[config.mk]
export PLATFORM = sky130hd
export DESIGN_NAME = icb_burst_memif
export DESIGN_NICKNAME = d
export VERILOG_FILES = /design/src/rtl/memif_pkg.sv /design/src/rtl/memif_rsp_fifo.sv /design/src/rtl/icb_burst_memif.sv
export SDC_FILE = /design/constraint.sdc
export NUM_CORES = 1
export LEC_CHECK = 0
export ABC_AREA = 1
export BUFFER_PORTS_ARGS = -buffer_cell sky130_fd_sc_hd__buf_2
export CORE_ASPECT_RATIO = 1.2
export CORE_MARGIN = 4
export CORE_UTILIZATION = 35
export CTS_CLUSTER_SIZE = 14
export DETAILED_ROUTE_END_ITERATION = 10
export GPL_ROUTABILITY_DRIVEN = 1
export PLACE_DENSITY = 0.52
export SLEW_MARGIN = 15
export SYNTH_ARGS = -nofsm -noshare
export SYNTH_HDL_FRONTEND = slang
export SYNTH_SLANG_ARGS = --single-unit
[constraint.sdc]
create_clock -name nice_clk -period 4 [get_ports nice_clk]
set_input_delay 0.8 -clock nice_clk [delete_from_list [all_inputs] [get_ports nice_clk]]
set_output_delay 0.8 -clock nice_clk [all_outputs]
set_load 0.01 [all_outputs]
[src/rtl/memif_pkg.sv]
// Shared definitions for the ICB burst memory interface: FSM state encoding,
// the ICB transfer size code and the default parameter values.
package memif_pkg;

    typedef enum logic [1:0] {
        ST_IDLE  = 2'd0,
        ST_ISSUE = 2'd1,
        ST_DRAIN = 2'd2,
        ST_DONE  = 2'd3
    } memif_state_e;

    // ICB size code for a full 32-bit word transfer.
    localparam logic [1:0] ICB_SIZE_WORD = 2'b10;

    localparam int MEMIF_AW        = 32;
    localparam int MEMIF_DW        = 32;
    localparam int MEMIF_MAX_OUTST = 4;
    localparam int MEMIF_NUM_CH    = 4;
    localparam int MEMIF_LEN_W     = 16;

endpackage

[src/rtl/memif_rsp_fifo.sv]
// Read-response buffer: synchronous FIFO, DEPTH a power of two, storage and
// pointers cleared by the asynchronous active-low reset. Pushes when full and
// pops when empty are ignored.
module memif_rsp_fifo #(
    parameter int W     = 33,
    parameter int DEPTH = 4,
    localparam int PW   = $clog2(DEPTH)
) (
    input  logic          nice_clk,
    input  logic          nice_rst_n,
    input  logic          push,
    input  logic [W-1:0]  din,
    input  logic          pop,
    output logic [W-1:0]  dout,
    output logic          empty,
    output logic          full,
    output logic [PW:0]   count
);

    localparam logic [PW:0] FULL_CNT = (PW + 1)'(DEPTH);

    logic [W-1:0]  mem [DEPTH];
    logic [PW-1:0] wr_ptr;
    logic [PW-1:0] rd_ptr;
    logic [PW:0]   cnt;

    logic do_push;
    logic do_pop;

    assign do_push = push && (cnt != FULL_CNT);
    assign do_pop  = pop && (cnt != '0);

    assign dout  = mem[rd_ptr];
    assign empty = (cnt == '0);
    assign full  = (cnt == FULL_CNT);
    assign count = cnt;

    // Storage, pointers and occupancy count.
    always_ff @(posedge nice_clk or negedge nice_rst_n) begin
        if (!nice_rst_n) begin
            for (int i = 0; i < DEPTH; i++) begin
                mem[i] <= '0;
            end
            wr_ptr <= '0;
            rd_ptr <= '0;
            cnt    <= '0;
        end else begin
            if (do_push) begin
                mem[wr_ptr] <= din;
                wr_ptr      <= wr_ptr + PW'(1);
            end
            if (do_pop) begin
                rd_ptr <= rd_ptr + PW'(1);
            end
            case ({do_push, do_pop})
                2'b10:   cnt <= cnt + (PW + 1)'(1);
                2'b01:   cnt <= cnt - (PW + 1)'(1);
                default: cnt <= cnt;
            endcase
        end
    end

endmodule

[src/rtl/icb_burst_memif.sv]
// ICB burst memory interface: turns one burst request (base, length, stride)
// into a sequence of single-word ICB commands, tracks outstanding commands,
// buffers read responses and streams them out with a channel tag and last flag.
// Build option: define MEMIF_ERR_ABORT_EN to stop issuing commands after the
// first errored response; by default a burst always runs to completion.
//
// Handshake rule on every valid/ready pair: a transfer happens on the rising
// clock edge where both valid and ready are 1; valid never waits on ready.
module icb_burst_memif
    import memif_pkg::*;
#(
    parameter int AW        = MEMIF_AW,
    parameter int DW        = MEMIF_DW,
    parameter int MAX_OUTST = MEMIF_MAX_OUTST,
    parameter int NUM_CH    = MEMIF_NUM_CH,
    parameter int LEN_W     = MEMIF_LEN_W
) (
    input  logic                      nice_clk,
    input  logic                      nice_rst_n,
    output logic                      nice_icb_cmd_valid,
    input  logic                      nice_icb_cmd_ready,
    output logic [AW-1:0]             nice_icb_cmd_addr,
    output logic                      nice_icb_cmd_read,
    output logic [DW-1:0]             nice_icb_cmd_wdata,
    output logic [1:0]                nice_icb_cmd_size,
    input  logic                      nice_icb_rsp_valid,
    output logic                      nice_icb_rsp_ready,
    input  logic [DW-1:0]             nice_icb_rsp_rdata,
    input  logic                      nice_icb_rsp_err,
    output logic                      nice_mem_holdup,
    input  logic                      req_valid,
    output logic                      req_ready,
    input  logic [$clog2(NUM_CH)-1:0] req_ch,
    input  logic                      req_write,
    input  logic [AW-1:0]             req_base,
    input  logic [LEN_W-1:0]          req_len,
    input  logic [AW-1:0]             req_stride,
    output logic                      rd_valid,
    input  logic                      rd_ready,
    output logic [DW-1:0]             rd_data,
    output logic [$clog2(NUM_CH)-1:0] rd_ch,
    output logic                      rd_last,
    input  logic                      wr_valid,
    output logic                      wr_ready,
    input  logic [DW-1:0]             wr_data,
    output logic                      done,
    output logic                      err,
    output logic                      busy,
    output memif_state_e              dbg_state
);

    localparam int CW = $clog2(NUM_CH);
    localparam int OW = $clog2(MAX_OUTST) + 1;
    localparam logic [OW-1:0] MAX_O = OW'(MAX_OUTST);

    memif_state_e   state_q;
    memif_state_e   state_d;
    logic           holdup_q;

    logic [CW-1:0]    ch_q;
    logic             wr_q;
    logic [LEN_W-1:0] len_q;
    logic [AW-1:0]    stride_q;
    logic [AW-1:0]    addr_q;
    logic [LEN_W-1:0] issue_cnt_q;
    logic [LEN_W-1:0] rsp_cnt_q;
    logic [OW-1:0]    outst_q;
    logic             err_q;
    logic             abort_q;

    logic          req_accept;
    logic          issue_ok;
    logic          rd_space;
    logic          cmd_hs;
    logic          rsp_hs;
    logic          err_hit;
    logic          last_flag;
    logic          fifo_push;
    logic          fifo_pop;
    logic [DW:0]   fifo_din;
    logic [DW:0]   fifo_dout;
    logic          fifo_empty;
    logic          fifo_full;
    logic [OW-1:0] fifo_count;
    logic [OW-1:0] fifo_free;

    assign req_accept = (state_q == ST_IDLE) && req_valid;

    // A read command may only go out if every outstanding response plus this
    // one is guaranteed a FIFO slot, so responses are never refused for space.
    assign fifo_free = MAX_O - fifo_count;
    assign rd_space  = (fifo_free > outst_q);
    assign issue_ok  = (state_q == ST_ISSUE) && !abort_q &&
                       (issue_cnt_q != len_q) && (outst_q < MAX_O);

    assign nice_icb_cmd_valid = issue_ok && (wr_q ? wr_valid : rd_space);
    assign wr_ready           = issue_ok && wr_q && nice_icb_cmd_ready;
    assign cmd_hs             = nice_icb_cmd_valid && nice_icb_cmd_ready;

    assign nice_icb_cmd_addr  = addr_q;
    assign nice_icb_cmd_read  = busy && !wr_q;
    assign nice_icb_cmd_wdata = (nice_icb_cmd_valid && wr_q) ? wr_data : '0;
    assign nice_icb_cmd_size  = busy ? ICB_SIZE_WORD : 2'b00;

    assign nice_icb_rsp_ready = busy && (wr_q || !fifo_full);
    assign rsp_hs             = nice_icb_rsp_valid && nice_icb_rsp_ready;

`ifdef MEMIF_ERR_ABORT_EN
    assign err_hit = rsp_hs && nice_icb_rsp_err;
`else
    assign err_hit = 1'b0;
`endif

    // A truncated burst never reaches its final word, so last is suppressed.
    assign last_flag = (rsp_cnt_q == (len_q - LEN_W'(1))) && !abort_q;
    assign fifo_push = rsp_hs && !wr_q;
    assign fifo_din  = {last_flag, nice_icb_rsp_rdata};
    assign fifo_pop  = rd_valid && rd_ready;

    memif_rsp_fifo #(
        .W     (DW + 1),
        .DEPTH (MAX_OUTST)
    ) u_rsp_fifo (
        .nice_clk   (nice_clk),
        .nice_rst_n (nice_rst_n),
        .push       (fifo_push),
        .din        (fifo_din),
        .pop        (fifo_pop),
        .dout       (fifo_dout),
        .empty      (fifo_empty),
        .full       (fifo_full),
        .count      (fifo_count)
    );

    assign rd_valid = !fifo_empty;
    assign rd_data  = rd_valid ? fifo_dout[DW-1:0] : '0;
    assign rd_last  = rd_valid && fifo_dout[DW];
    assign rd_ch    = rd_valid ? ch_q : '0;

    assign req_ready       = (state_q == ST_IDLE);
    assign busy            = (state_q != ST_IDLE);
    assign done            = (state_q == ST_DONE);
    assign err             = err_q;
    assign nice_mem_holdup = holdup_q;
    assign dbg_state       = state_q;

    // Next-state selection for the burst sequencer.
    always_comb begin
        state_d = state_q;
        case (state_q)
            ST_IDLE: begin
                if (req_accept) begin
                    state_d = (req_len == '0) ? ST_DONE : ST_ISSUE;
                end
            end
            ST_ISSUE: begin
                if (abort_q || err_hit) begin
                    state_d = ST_DRAIN;
                end else if (cmd_hs && ((issue_cnt_q + LEN_W'(1)) == len_q)) begin
                    state_d = ST_DRAIN;
                end
            end
            ST_DRAIN: begin
                if ((outst_q == '0) && fifo_empty) begin
                    state_d = ST_DONE;
                end
            end
            ST_DONE: state_d = ST_IDLE;
            default: state_d = ST_IDLE;
        endcase
    end

    // State register with the registered holdup output that mirrors it.
    always_ff @(posedge nice_clk or negedge nice_rst_n) begin
        if (!nice_rst_n) begin
            state_q  <= ST_IDLE;
            holdup_q <= 1'b0;
        end else begin
            state_q  <= state_d;
            holdup_q <= (state_d != ST_IDLE);
        end
    end

    // Burst context, address accumulator, counters and error flags.
    always_ff @(posedge nice_clk or negedge nice_rst_n) begin
        if (!nice_rst_n) begin
            ch_q        <= '0;
            wr_q        <= 1'b0;
            len_q       <= '0;
            stride_q    <= '0;
            addr_q      <= '0;
            issue_cnt_q <= '0;
            rsp_cnt_q   <= '0;
            outst_q     <= '0;
            err_q       <= 1'b0;
            abort_q     <= 1'b0;
        end else begin
            if (req_accept) begin
                ch_q        <= req_ch;
                wr_q        <= req_write;
                len_q       <= req_len;
                stride_q    <= req_stride;
                addr_q      <= req_base;
                issue_cnt_q <= '0;
                rsp_cnt_q   <= '0;
                err_q       <= 1'b0;
                abort_q     <= 1'b0;
            end else begin
                if (cmd_hs) begin
                    addr_q      <= addr_q + stride_q;
                    issue_cnt_q <= issue_cnt_q + LEN_W'(1);
                end
                if (rsp_hs) begin
                    rsp_cnt_q <= rsp_cnt_q + LEN_W'(1);
                    if (nice_icb_rsp_err) begin
                        err_q <= 1'b1;
                    end
                end
                if (err_hit) begin
                    abort_q <= 1'b1;
                end
            end
            case ({cmd_hs, rsp_hs})
                2'b10:   outst_q <= outst_q + OW'(1);
                2'b01:   outst_q <= outst_q - OW'(1);
                default: outst_q <= outst_q;
            endcase
        end
    end

endmodule

==> impl_metrics.prom, run 1 <==
# TYPE chip_impl_metric gauge
chip_impl_info{name="run_status",value="finished, final reports clean"} 1
chip_impl_metric{name="number_of_instances_in_the_synthesized_netlist",unit=""} 2141
chip_impl_info{name="critical_path.reg2reg.startpoint",value="u_rsp_fifo.count[0]"} 1
chip_impl_metric{name="achievable-frequency",unit="GHz"} 0.272
chip_impl_metric{name="timing.critical_path.arrival",unit="ns"} 2.88
chip_impl_info{name="crit_chain",value="inv_1 -> ha_1 -> ha_1 -> inv_1 -> ha_1 -> nand2_1 -> o21ai_0 -> nand3_1 -> nand2_1 -> nand2_1 -> inv_1 -> nand2_1 -> buf_6 -> nor2_1 -> buf_2"} 1
chip_impl_metric{name="grt_start_max_net_pins",unit=""} 98
chip_impl_metric{name="tritoncts_num_sinks",unit=""} 261
chip_impl_metric{name="tritoncts.num_buffers",unit=""} 31
chip_impl_info{name="worst_hold_path_type",value="primary input to asynchronous set/reset pin"} 1
chip_impl_metric{name="area_growth_syn_to_layout",unit="%"} 19.2
chip_impl_metric{name="post_route_setup_tns",unit="ns"} 0
chip_impl_metric{name="drc",unit=""} 0
chip_impl_info{name="crit_path_start_kind",value="flop"} 1
chip_impl_metric{name="grt_use_met1",unit="%"} 25.1
chip_impl_info{name="critical_path.most_common_cell",value="nand2_1"} 1
chip_impl_metric{name="cts_htree_levels",unit=""} 1
chip_impl_metric{name="finalWeightedCongestion",unit=""} 0.856
chip_impl_info{name="tritoncts_clock_tree",value="built"} 1
chip_impl_metric{name="chip_width",unit="µm"} 198
chip_impl_metric{name="cell_area_after_synthesis",unit="µm²"} 15200
chip_impl_metric{name="timing.final.crit_share",unit="%"} 91.9
chip_impl_metric{name="p_leak",unit="nW"} 9.56
chip_impl_metric{name="drtPass1Iterations",unit=""} 5
chip_impl_metric{name="power_report.internal_total",unit="mW"} 7.94
chip_impl_metric{name="yosys_register_bits",unit=""} 261
chip_impl_metric{name="dpl.cell_count",unit=""} 2890
chip_impl_metric{name="detailed_place.area",unit="µm²"} 17100
chip_impl_metric{name="design.die.area",unit="µm²"} 46900
chip_impl_metric{name="maxSlewHeadroom",unit="%"} 38.0
chip_impl_metric{name="cts_setup_buffers",unit=""} 0
chip_impl_metric{name="synth.yosys.warnings",unit=""} 0
chip_impl_metric{name="netlist-cell-type-count",unit=""} 44
chip_impl_metric{name="avgViaCountPerCell",unit=""} 4.84
chip_impl_metric{name="worstPathRequired",unit="ns"} 3.20
chip_impl_metric{name="die_outline_height",unit="µm"} 236
chip_impl_metric{name="finalNetCount",unit=""} 2575
chip_impl_metric{name="total_setup_violations_reported_at_the_end_of_the_flow",unit=""} 0
chip_impl_metric{name="antenna_left",unit=""} 0
chip_impl_metric{name="design.core.area",unit="µm²"} 42900
chip_impl_metric{name="cp_max_fo",unit=""} 32
chip_impl_metric{name="worst_path_largest_cell_delay",unit="ns"} 0.36
chip_impl_info{name="worst_setup_path_end_kind",value="primary output"} 1
chip_impl_metric{name="gr-usage-met3",unit="%"} 2.29
chip_impl_metric{name="number_of_pins_with_negative_max_slew_slack_in_the_final_report",unit=""} 0
chip_impl_metric{name="totalPowerFinal",unit="mW"} 14.2
chip_impl_metric{name="power.switching_fraction",unit="%"} 44.0
chip_impl_metric{name="detail_route.wirelength",unit="µm"} 45800
chip_impl_metric{name="stdcell_area",unit="µm²"} 18100
chip_impl_metric{name="share_comb_of_total_power",unit="%"} 47.5
chip_impl_info{name="cp-startpoint",value="u_rsp_fifo.count[0]"} 1
chip_impl_metric{name="global_route.usage.met2",unit="%"} 33.8
chip_impl_metric{name="num_vias",unit=""} 14300
chip_impl_metric{name="clk_transition_reported_paths",unit="ns"} 0.06
chip_impl_metric{name="grt_overflow",unit=""} 0
chip_impl_info{name="crit_path_top_delay_cell",value="dfrtp_1"} 1
chip_impl_info{name="clk_root_buffer_cell",value="clkbuf_16"} 1
chip_impl_metric{name="path_buf_inv",unit=""} 5
chip_impl_metric{name="tightest_slew",unit="ns"} 0.929
chip_impl_metric{name="clock_path_buffers",unit=""} 3
chip_impl_info{name="worstSetupPathType",value="flop to primary output"} 1
chip_impl_metric{name="clock_skew",unit="ns"} 0.0217
chip_impl_metric{name="number_of_global_route_vias_before_repair",unit=""} 14200
chip_impl_info{name="critPathTopFamily",value="adder cells"} 1
chip_impl_metric{name="avgRoutedWirePerCell",unit="µm"} 15.5
chip_impl_metric{name="layout-drive-gt1-share",unit="%"} 15.5
chip_impl_metric{name="clock_network_fraction_of_total_power",unit="%"} 20.5
chip_impl_metric{name="detail_route.iter0.violations",unit=""} 715
chip_impl_metric{name="netSwitchingPower",unit="mW"} 6.24
chip_impl_metric{name="port_buffers",unit=""} 266
chip_impl_metric{name="final_critical_path_setup_slack",unit="ns"} 0.324
chip_impl_metric{name="postSynthNetCount",unit=""} 2345
chip_impl_metric{name="utilization",unit="%"} 42.3
chip_impl_metric{name="final_cell_count_no_fill",unit=""} 2949
chip_impl_metric{name="placement_rows",unit=""} 83
chip_impl_metric{name="grt_pass1_wl",unit="µm"} 74400
chip_impl_metric{name="drv.max_cap_violation_count",unit=""} 0
chip_impl_metric{name="synth.avg_cell_area",unit="µm²"} 7.11
chip_impl_metric{name="sequentialPowerShare",unit="%"} 32.0
chip_impl_metric{name="synth_sequential_area_ratio",unit="%"} 42.9
chip_impl_metric{name="final_period_minus_worst_setup_slack",unit="ns"} 3.68
chip_impl_info{name="rsz0062_at_grt",value="no"} 1
chip_impl_metric{name="worst_hold_slack",unit="ns"} 0.239
chip_impl_metric{name="grt_antenna_before_repair",unit=""} 1
chip_impl_metric{name="power_per_cell_area",unit="nW/µm²"} 782
chip_impl_metric{name="worst_ir_drop_on_vdd",unit="mV"} 0.386
chip_impl_info{name="grt_most_used_layer",value="met2"} 1
chip_impl_metric{name="final_hold_viol_count",unit=""} 0
chip_impl_metric{name="num_io_pins",unit=""} 268
chip_impl_metric{name="worst_skew_pair.late_latency",unit="ns"} 0.57
chip_impl_metric{name="floorplan.initialDensity",unit="%"} 35.5
chip_impl_metric{name="dp_slack",unit="ns"} 0.778
chip_impl_metric{name="global_route.usage.total",unit="%"} 19.2
chip_impl_metric{name="post-dp-hpwl",unit="µm"} 32500
[power by group through the flow]
stage | clock [mW] | combinational (mW) | sequential (mW)
2_1_floorplan | 0 | 4.75 | 4.33
3_3_place_gp | 0 | 6.72 | 4.56
3_5_place_dp | 0 | 6.80 | 4.57
4_1_cts | 3.01 | 6.84 | 4.54
5_1_grt | 3.12 | 7.80 | 4.68
6_report | 2.91 | 6.74 | 4.54
[worst paths after layout]
| path | to | depth (start not counted) | slack (ns) |
|---|---|---|---|
| min in group nice_clk | stride_q[0] | 3 | 0.42 |
| max in group asynchronous | u_rsp_fifo.mem[117] | 2 | 2.83 |
| worst max register to register | nice_icb_cmd_addr[7] | 14 | 0.79 |
| worst min-delay path | u_rsp_fifo.mem[71] | 1 | 0.24 |
| worst max-delay path | nice_icb_cmd_wdata[15] | 15 | 0.32 |
| worst min register to register | u_rsp_fifo.count[0] | 1 | 0.48 |
[repair_timing]
| action | CTS | global route |
|---|---|---|
| endpoints found under the hold margin | 0 | 0 |
| setup endpoints to repair | 0 | 4 |
| hold buffers | 0 | 0 |
| resized for setup | 0 | 1 |
[cells in the mapped netlist, drive strengths merged]
cell type,n,area (µm²)
a21o,1,7.51
a21oi,91,455
a221oi,2,17.5
a31oi,4,25.0
and2,2,12.5
and3,1,7.51
buf,43,218
clkbuf,45,169
clkinv,1,3.75
conb,1,3.75
dfrtp,261,6530
fa,3,60.1
ha,46,576
inv,223,837
nand2,601,2270
nand3,88,463
nand3b,4,30.0
nand4,18,119
nor2,327,1260
nor3,19,133
nor4,4,25.0
o211ai,3,22.5
o21a,1,7.51
o21ai,295,1480
o21bai,4,30.0
o22ai,3,18.8
or2,4,25.0
xnor2,16,140
xnor3,1,22.5
xor2,29,254
[metal layers]
layer  vias to the layer above  share of wire, %
met3                        66               4.3
met2                       279                49
met1                      6643                45
li1                       7275                 -
met4                         2               2.2
met5                         -             0.028
[state kept, by name, summed over array words and instances (netlist names)]
register           count
issue_cnt_q           16
u_rsp_fifo.mem       132
u_rsp_fifo.rd_ptr      2
ch_q                   2
rsp_cnt_q             16
u_rsp_fifo.count       3
u_rsp_fifo.wr_ptr      2
nice_mem_holdup        1
nice_icb_cmd_addr     32
stride_q              32
outst_q                3
err                    1
wr_q                   1
len_q                 16
dbg_state              2
[cells by family after synthesis]
| group | Yosys count | synth area share (%) |
|---|---|---|
| AO/OA/AOI/OAI | 404 | 13.5 |
| XOR/XNOR | 46 | 2.74 |
| flip-flops | 261 | 42.9 |
| AND/OR/NAND/NOR | 1068 | 28.6 |
| buffers and inverters | 312 | 8.06 |
| other | 1 | 0.0246 |
| adder cells (fa/ha/maj) | 49 | 4.17 |
[cell type report]
type / count / area (µm²)
diodes: 2 / 5.00
clock buffers: 44 / 895
clock inverters: 13 / 164
fillers: 4502 / 24700
inverters: 224 / 841
multi-input cells: 1568 / 7480
flip-flops and latches: 261 / 6530
well taps: 552 / 691
repair buffers: 285 / 1540
[layout by cell type (no fill, tap or decap), types with 3 or more instances in the layout]
cell type and n:
nand3b_1 4, nor2_2 5, dfrtp_1 260, xnor2_1 16, inv_2 4, nand2_1 592, or2_2 4, nor2_1 319
nor3_1 14, nor3_2 3, nor4_1 4, nand4_1 17, clkbuf_1 6, ha_1 46, inv_1 219, a31oi_1 4
buf_2 265, o21ai_1 9, o21ai_0 286, bufinv_16 3, a21oi_1 91, fa_1 3, o22ai_1 3, nand3_1 85
o211ai_1 3, inv_6 3, clkbuf_8 7, buf_4 14, nor2_4 3, nand2_2 7, clkbuf_16 31, xor2_1 29
buf_12 4, o21bai_1 4, clkinv_2 3
No activity file was read; power rests on OpenSTA's default activity.
==> run 2: changes to the inputs <==
--- a/config.mk
+++ b/config.mk
@@ -10,9 +10,9 @@
 export CORE_ASPECT_RATIO = 1.2
 export CORE_MARGIN = 4
-export CORE_UTILIZATION = 35
-export CTS_CLUSTER_SIZE = 14
+export CORE_UTILIZATION = 55
+export CTS_CLUSTER_SIZE = 20
 export DETAILED_ROUTE_END_ITERATION = 10
 export GPL_ROUTABILITY_DRIVEN = 1
-export PLACE_DENSITY = 0.52
+export PLACE_DENSITY = 0.77
 export SLEW_MARGIN = 15
 export SYNTH_ARGS = -nofsm -noshare
==> constraint.sdc (replaced) <==
create_clock -name nice_clk -period 4 [get_ports nice_clk]
set_input_delay 0 -clock nice_clk [delete_from_list [all_inputs] [get_ports nice_clk]]
set_output_delay 0 -clock nice_clk [all_outputs]
set_load 0.01 [all_outputs]
==> run 2 against run 1 <==
Effect of this change:
- utilization rose by 27 points
- first-iteration DRC count increased by 60%
- highest routed layer is now met4
- critical path type unchanged
- register-to-register slack gained 0.11 ns
- largest cell class unchanged
- non-clock buffer count rose by 122
- flip-flop and latch count stayed put
- design area increased by 4.3%
- clock-buffer cell count is 3 lower
- sequential share of layout area shrank 1.5 points
==> impl_metrics.prom, run 2 (synthesized netlist as in run 1, its figures left out) <==
# TYPE chip_impl_metric gauge
chip_impl_info{name="run_status",value="finished, final reports clean"} 1
chip_impl_metric{name="ff2ff_path_depth",unit=""} 16
chip_impl_info{name="worstSetupPathType",value="flop to primary output"} 1
chip_impl_metric{name="clock_skew",unit="ns"} 0.00891
chip_impl_metric{name="cp_max_fo",unit=""} 32
chip_impl_info{name="crit_path_end",value="nice_icb_cmd_wdata[18]"} 1
chip_impl_info{name="crit_path_start_kind",value="flop"} 1
chip_impl_info{name="clk_root_buffer_cell",value="clkbuf_16"} 1
chip_impl_metric{name="p_leak",unit="nW"} 10.0
chip_impl_metric{name="achievable-frequency",unit="GHz"} 0.290
chip_impl_metric{name="dp_slack",unit="ns"} 0.948
chip_impl_metric{name="floorplan.initialDensity",unit="%"} 56.0
chip_impl_info{name="registers.top_by_ff_count",value="u_rsp_fifo.mem"} 1
chip_impl_metric{name="grt_overflow",unit=""} 0
chip_impl_metric{name="area_growth_syn_to_layout",unit="%"} 24.3
chip_impl_info{name="worst_hold_path_type",value="primary input to asynchronous set/reset pin"} 1
chip_impl_metric{name="clock_network_fraction_of_total_power",unit="%"} 18.2
chip_impl_metric{name="clock_path_buffers",unit=""} 3
chip_impl_metric{name="fillerInstances",unit=""} 2209
chip_impl_info{name="layout.cells.most_common",value="nand2_1"} 1
chip_impl_metric{name="post-dp-hpwl",unit="µm"} 29700
chip_impl_metric{name="number_of_pins_with_negative_max_slew_slack_in_the_final_report",unit=""} 0
chip_impl_info{name="tritoncts_clock_tree",value="built"} 1
chip_impl_metric{name="finalNetCount",unit=""} 2694
chip_impl_metric{name="power_report.internal_total",unit="mW"} 7.74
chip_impl_metric{name="chip_width",unit="µm"} 160
chip_impl_metric{name="clk_transition_reported_paths",unit="ns"} 0.06
chip_impl_metric{name="met2_wirelength",unit="µm"} 22400
chip_impl_metric{name="layout-drive-gt1-share",unit="%"} 14.4
chip_impl_metric{name="number_of_global_route_vias_before_repair",unit=""} 15200
chip_impl_metric{name="finalWeightedCongestion",unit=""} 0.994
chip_impl_metric{name="post_route_setup_tns",unit="ns"} 0
chip_impl_metric{name="met3RoutedLength",unit="µm"} 2640
chip_impl_info{name="top_signal_layer_used",value="met4"} 1
chip_impl_metric{name="utilization",unit="%"} 69.6
chip_impl_metric{name="final_period_minus_worst_setup_slack",unit="ns"} 3.45
chip_impl_metric{name="die_outline_height",unit="µm"} 190
chip_impl_info{name="layout.cells.most_common_list",value="592 x nand2_1, 319 x nor2_1, 286 x o21ai_0"} 1
chip_impl_metric{name="cts-resized-gates",unit=""} 0
chip_impl_metric{name="drc",unit=""} 0
chip_impl_metric{name="grt_antenna_before_repair",unit=""} 0
chip_impl_metric{name="timing.critical_path.arrival",unit="ns"} 3.45
chip_impl_metric{name="worst_ir_drop_on_vdd",unit="mV"} 0.434
chip_impl_info{name="worst_setup_path_end_kind",value="primary output"} 1
chip_impl_metric{name="share_comb_of_total_power",unit="%"} 49.6
chip_impl_metric{name="timing.final.crit_share",unit="%"} 86.1
chip_impl_metric{name="global_route.usage.total",unit="%"} 29.3
chip_impl_metric{name="num_io_pins",unit=""} 268
chip_impl_metric{name="largest_register_ffs",unit=""} 132
chip_impl_metric{name="seqCellArea",unit="µm²"} 6530
chip_impl_info{name="rsz0062_at_grt",value="no"} 1
chip_impl_metric{name="netSwitchingPower",unit="mW"} 6.25
chip_impl_info{name="critical_path.reg2reg.startpoint",value="u_rsp_fifo.count[0]"} 1
chip_impl_metric{name="worst_skew_pair.late_latency",unit="ns"} 0.55
chip_impl_metric{name="final_hold_viol_count",unit=""} 0
chip_impl_metric{name="maxSlewHeadroom",unit="%"} 34.2
chip_impl_metric{name="ff2ff_setup_slack",unit="ns"} 0.90
chip_impl_metric{name="num_vias",unit=""} 15400
chip_impl_metric{name="antenna_left",unit=""} 0
chip_impl_metric{name="total_setup_violations_reported_at_the_end_of_the_flow",unit=""} 0
chip_impl_metric{name="cts_htree_levels",unit=""} 1
chip_impl_metric{name="grt_start_max_net_pins",unit=""} 129
chip_impl_metric{name="design.core.area",unit="µm²"} 27200
chip_impl_metric{name="tightest_slew",unit="ns"} 0.984
chip_impl_metric{name="final_critical_path_setup_slack",unit="ns"} 0.555
chip_impl_metric{name="drtPass1Iterations",unit=""} 6
chip_impl_metric{name="grt_pass1_wl",unit="µm"} 74600
chip_impl_metric{name="met1_length",unit="µm"} 18900
chip_impl_info{name="reg2reg_to",value="nice_icb_cmd_addr[27]"} 1
chip_impl_metric{name="sequentialPowerShare",unit="%"} 32.1
chip_impl_info{name="cp-startpoint",value="u_rsp_fifo.count[0]"} 1
chip_impl_metric{name="power.switching_fraction",unit="%"} 44.7
chip_impl_metric{name="drv.max_cap_violation_count",unit=""} 0
chip_impl_metric{name="worstPathRequired",unit="ns"} 4.00
chip_impl_metric{name="design.die.area",unit="µm²"} 30400
chip_impl_metric{name="detail_route.iter0.violations",unit=""} 1143
chip_impl_metric{name="power_per_cell_area",unit="nW/µm²"} 740
chip_impl_metric{name="tritoncts_num_sinks",unit=""} 261
chip_impl_metric{name="avgRoutedWirePerCell",unit="µm"} 15.9
chip_impl_metric{name="placement_rows",unit=""} 66
chip_impl_metric{name="port_buffers",unit=""} 266
chip_impl_metric{name="avgViaCountPerCell",unit=""} 5.40
chip_impl_metric{name="tritoncts.num_buffers",unit=""} 28
chip_impl_metric{name="diodes",unit=""} 0
chip_impl_metric{name="multi_input_area",unit="µm²"} 7490
chip_impl_metric{name="detail_route.wirelength",unit="µm"} 45300
## run 2: cell count changes in the layout (fill, tap and decap cells not counted), sizes merged
cell,before,now
diode,2,0
clkbuf,44,41
buf,285,282
dlygate4sd3,0,125
clkinv,6,5
bufinv,3,1
inv,226,224
## run 2: layout make-up
type / instances / area share (%)
Clock buffer: 41 / 4.33
Clock inverter: 8 / 0.470
Inverter: 224 / 4.44
Multi-Input combinational cell: 1568 / 39.6
Sequential cell: 261 / 34.5
Tap cell: 340 / 2.25
Timing Repair Buffer: 407 / 14.4
## run 2: per-stage QoR
stage,cells,power [mW],cell area (µm²),hold slack [ns]
global route,2849,15.2,18900,0.145
global placement,2675,11.0,16800,0.159
finish,2849,14.0,18900,0.0945
detailed placement,2675,11.2,16800,0.164
floorplan,2141,9.08,15200,-0.296
CTS,2849,13.9,18900,0.0967
## run 2: critical path, stage by stage, from the launching register on
cell     delay [ns]
dfrtp_1        0.36
inv_1          0.09
ha_1           0.22
ha_1           0.27
inv_1          0.04
ha_1           0.31
nand2_1        0.05
o21ai_0        0.13
nand3_1        0.08
nand2_1        0.11
nand2_1        0.08
inv_1          0.08
nand2_1        0.55
nor2_1         0.34
buf_2          0.18
## run 2: how the worst min path moves through the flow
stage / start / end / slack [ns] / cells after the start
after floorplan: nice_rst_n / ch_q[0] / -0.30 / 0
after global placement: nice_rst_n / u_rsp_fifo.mem[71] / 0.16 / 1
after detailed placement: nice_rst_n / u_rsp_fifo.mem[71] / 0.16 / 1
after CTS: wr_valid / outst_q[0] / 0.1 / 6
after global routing: wr_valid / outst_q[0] / 0.14 / 6
final: nice_rst_n / u_rsp_fifo.mem[5] / 0.09 / 2
## run 2: routing by layer
layer	track usage, %	vias to the layer above
met5	0	-
met2	51.2	545
met4	9.60	0
met1	38.1	7251
li1	-	7499
met3	3.70	97
## run 2: repair_timing
item | 4_1_cts | 5_1_grt
hold endpoints to repair | 356 | 0
hold buffers | 125 | 0
setup buffers | 0 | 0
## run 2: power by group through the flow
stage | Sequential (mW) | Clock (mW) | Combinational [mW]
final | 4.50 | 2.55 | 6.94
after global placement | 4.45 | 0 | 6.52
after detailed placement | 4.50 | 0 | 6.69
after global routing | 4.61 | 2.72 | 7.87
after CTS | 4.47 | 2.60 | 6.86
after floorplan | 4.33 | 0 | 4.75
==> run 3: changes to the inputs <==
Settings changed: CORE_UTILIZATION 55 to 40, PLACE_DENSITY 0.77 to unset, PLACE_DENSITY_LB_ADDON set to 0.08, RECOVER_POWER set to 50.
==> run 3 against run 2 <==
Effect of this change:
- the run now ends with capacitance limit, slew limit left
- design area rose by 1.5%
- non-clock buffer count rose by 8
- clock power up 14%
- register-to-register slack worse by 0.05 ns
- critical path depth unchanged
- global-route usage decreased by 7.4 points
==> impl_metrics.prom, run 3 (synthesized netlist as in run 1, its figures left out) <==
# TYPE chip_impl_metric gauge
chip_impl_info{name="worst_hold_path_type",value="primary input to flop"} 1
chip_impl_metric{name="cp_max_fo",unit=""} 32
chip_impl_metric{name="timing.final.crit_share",unit="%"} 84.6
chip_impl_metric{name="ff2ff_setup_slack",unit="ns"} 0.85
chip_impl_metric{name="worst_ir_drop_on_vdd",unit="mV"} 0.371
chip_impl_info{name="registers.top_by_ff_count",value="u_rsp_fifo.mem"} 1
chip_impl_metric{name="worstPathRequired",unit="ns"} 4.00
chip_impl_metric{name="ff2ff_path_depth",unit=""} 10
chip_impl_metric{name="num_io_pins",unit=""} 268
chip_impl_info{name="cp-startpoint",value="u_rsp_fifo.count[0]"} 1
chip_impl_metric{name="area_growth_syn_to_layout",unit="%"} 26.1
chip_impl_metric{name="cts_htree_levels",unit=""} 1
chip_impl_metric{name="finalNetCount",unit=""} 2704
chip_impl_info{name="crit_path_start_kind",value="flop"} 1
chip_impl_metric{name="grt_start_max_net_pins",unit=""} 113
chip_impl_metric{name="grt_antenna_before_repair",unit=""} 1
chip_impl_metric{name="drc",unit=""} 0
chip_impl_metric{name="number_of_pins_with_negative_max_slew_slack_in_the_final_report",unit=""} 202
chip_impl_metric{name="largest_register_ffs",unit=""} 132
chip_impl_metric{name="total_setup_violations_reported_at_the_end_of_the_flow",unit=""} 0
chip_impl_metric{name="layout-drive-gt1-share",unit="%"} 12.9
chip_impl_metric{name="avgRoutedWirePerCell",unit="µm"} 15.3
chip_impl_info{name="rsz0062_at_grt",value="no"} 1
chip_impl_metric{name="final_hold_viol_count",unit=""} 0
chip_impl_metric{name="antenna_left",unit=""} 0
chip_impl_metric{name="design.die.area",unit="µm²"} 41300
chip_impl_info{name="worstSetupPathType",value="flop to primary output"} 1
chip_impl_info{name="crit_path_end",value="nice_icb_cmd_wdata[2]"} 1
chip_impl_metric{name="die_outline_height",unit="µm"} 222
chip_impl_metric{name="tritoncts_num_sinks",unit=""} 261
chip_impl_info{name="critical_path.reg2reg.startpoint",value="u_rsp_fifo.count[0]"} 1
chip_impl_metric{name="tritoncts.num_buffers",unit=""} 30
chip_impl_metric{name="num_vias",unit=""} 14800
chip_impl_info{name="layout.cells.most_common",value="nand2_1"} 1
chip_impl_metric{name="detail_route.wirelength",unit="µm"} 45800
chip_impl_metric{name="cts-resized-gates",unit=""} 0
chip_impl_metric{name="floorplan.initialDensity",unit="%"} 40.4
chip_impl_metric{name="global_route.usage.total",unit="%"} 21.8
chip_impl_metric{name="placement_rows",unit=""} 78
chip_impl_metric{name="utilization",unit="%"} 51.0
chip_impl_info{name="failed_checks",value="capacitance limit, slew limit"} 1
chip_impl_metric{name="achievable-frequency",unit="GHz"} 0.296
chip_impl_metric{name="seqCellArea",unit="µm²"} 6530
chip_impl_metric{name="drv.max_cap_violation_count",unit=""} 2
chip_impl_metric{name="dp_slack",unit="ns"} 0.869
chip_impl_metric{name="tightest_slew",unit="ns"} 2.92
chip_impl_info{name="tritoncts_clock_tree",value="built"} 1
chip_impl_metric{name="grt_overflow",unit=""} 0
chip_impl_info{name="layout.cells.most_common_list",value="592 x nand2_1, 321 x nor2_1, 286 x o21ai_0"} 1
chip_impl_info{name="reg2reg_to",value="u_rsp_fifo.mem[0]"} 1
chip_impl_metric{name="detail_route.iter0.violations",unit=""} 703
chip_impl_metric{name="number_of_global_route_vias_before_repair",unit=""} 14700
chip_impl_metric{name="clock_path_buffers",unit=""} 3
chip_impl_metric{name="multi_input_area",unit="µm²"} 7440
chip_impl_metric{name="maxSlewHeadroom",unit="%"} -94.7
chip_impl_metric{name="final_period_minus_worst_setup_slack",unit="ns"} 3.38
chip_impl_metric{name="finalWeightedCongestion",unit=""} 0.900
chip_impl_metric{name="post-dp-hpwl",unit="µm"} 32000
chip_impl_metric{name="final_cell_count_no_fill",unit=""} 3001
chip_impl_metric{name="p_leak",unit="nW"} 9.97
chip_impl_metric{name="dpl.cell_count",unit=""} 2821
chip_impl_metric{name="drtPass1Iterations",unit=""} 6
chip_impl_info{name="run_status",value="finished, violations left"} 1
chip_impl_metric{name="detailed_place.area",unit="µm²"} 17000
chip_impl_metric{name="grt_pass1_wl",unit="µm"} 74600
chip_impl_metric{name="port_buffers",unit=""} 266
chip_impl_metric{name="final_critical_path_setup_slack",unit="ns"} 0.616
chip_impl_metric{name="post_route_setup_tns",unit="ns"} 0
chip_impl_metric{name="power_per_cell_area",unit="nW/µm²"} 738
chip_impl_info{name="worst_setup_path_end_kind",value="primary output"} 1
chip_impl_metric{name="stdcell_area",unit="µm²"} 19200
chip_impl_metric{name="fillerInstances",unit=""} 3792
chip_impl_info{name="clk_root_buffer_cell",value="clkbuf_16"} 1
chip_impl_metric{name="clock_skew",unit="ns"} 0.00991
chip_impl_metric{name="chip_width",unit="µm"} 186
chip_impl_metric{name="clk_transition_reported_paths",unit="ns"} 0.06
chip_impl_metric{name="timing.critical_path.arrival",unit="ns"} 3.38
chip_impl_metric{name="design.core.area",unit="µm²"} 37700
chip_impl_metric{name="avgViaCountPerCell",unit=""} 4.94
chip_impl_metric{name="worst_skew_pair.late_latency",unit="ns"} 0.56
==> run 3: cell count changes in the layout (fill, tap and decap cells not counted), moves of 2 or more <==
| cell | change |
|---|---|
| nor2_4 | -2 |
| clkbuf_16 | +3 |
| clkbuf_8 | +5 |
| buf_2 | -43 |
| buf_4 | +3 |
| clkinv_2 | +2 |
| dlygate4sd3_1 | +2 |
| clkbuf_2 | +4 |
| clkinvlp_4 | -2 |
| nor2_1 | +2 |
| clkbuf_1 | +39 |
| bufinv_16 | +2 |
==> run 3: report_power, final <==
part / leakage, nW / total [mW] / internal, mW / switching (mW)
logic: 6.15 / 6.84 / 2.54 / 4.30
clock network: 0.529 / 2.90 / 1.81 / 1.09
registers: 3.29 / 4.44 / 3.69 / 0.750
total: 9.97 / 14.2 / 8.04 / 6.14
==> run 3: worst max-delay path: stages, from the launching register on <==
cell     delay, ns
dfrtp_1       0.37
inv_1         0.10
ha_1          0.23
ha_1          0.28
inv_1         0.04
ha_1          0.30
nand2_1       0.05
o21ai_0       0.14
nand3_1       0.09
nand2_1       0.10
nand2_1       0.07
inv_1         0.08
nand2_1       0.53
nor2_1        0.27
buf_2         0.17
==> run 3: worst min-delay path by stage <==
| stage | start | end | cells past startpoint |
|---|---|---|---|
| detailed placement | nice_rst_n | u_rsp_fifo.mem[74] | 1 |
| global placement | nice_rst_n | u_rsp_fifo.mem[7] | 1 |
| floorplan | nice_rst_n | ch_q[0] | 0 |
| global route | wr_valid | issue_cnt_q[2] | 6 |
| finish | wr_valid | issue_cnt_q[2] | 6 |
| CTS | wr_valid | issue_cnt_q[2] | 6 |
==> run 3: layout make-up <==
cell class	count	share of cell area, %
Sequential cell	261	34.0
Clock inverter	7	0.574
Antenna cell	1	0.0130
Timing Repair Buffer	415	14.2
Inverter	224	4.38
Multi-Input combinational cell	1568	38.8
Tap cell	480	3.13
Clock buffer	45	4.94
==> run 3: per-layer routing <==
layer,vias up,GRT usage (%),wire length [µm]
met5,-,0,0
met4,0,5.22,1020
li1,7521,-,-
met3,64,2.28,1820
met2,316,37.9,22100
met1,6931,29.2,20800
==> run 3: timing repair <==
item / in CTS / in global routing
setup buffers: 0 / 0
hold endpoints to repair: 345 / 0
hold buffers: 127 / 0
==> run 3: stage by stage <==
stage	total power, mW	hold slack, ns
after global placement	11.2	0.139
after floorplan	9.08	-0.296
after CTS	14.4	0.0911
final	14.2	0.119
after global routing	15.5	0.107
after detailed placement	11.3	0.131
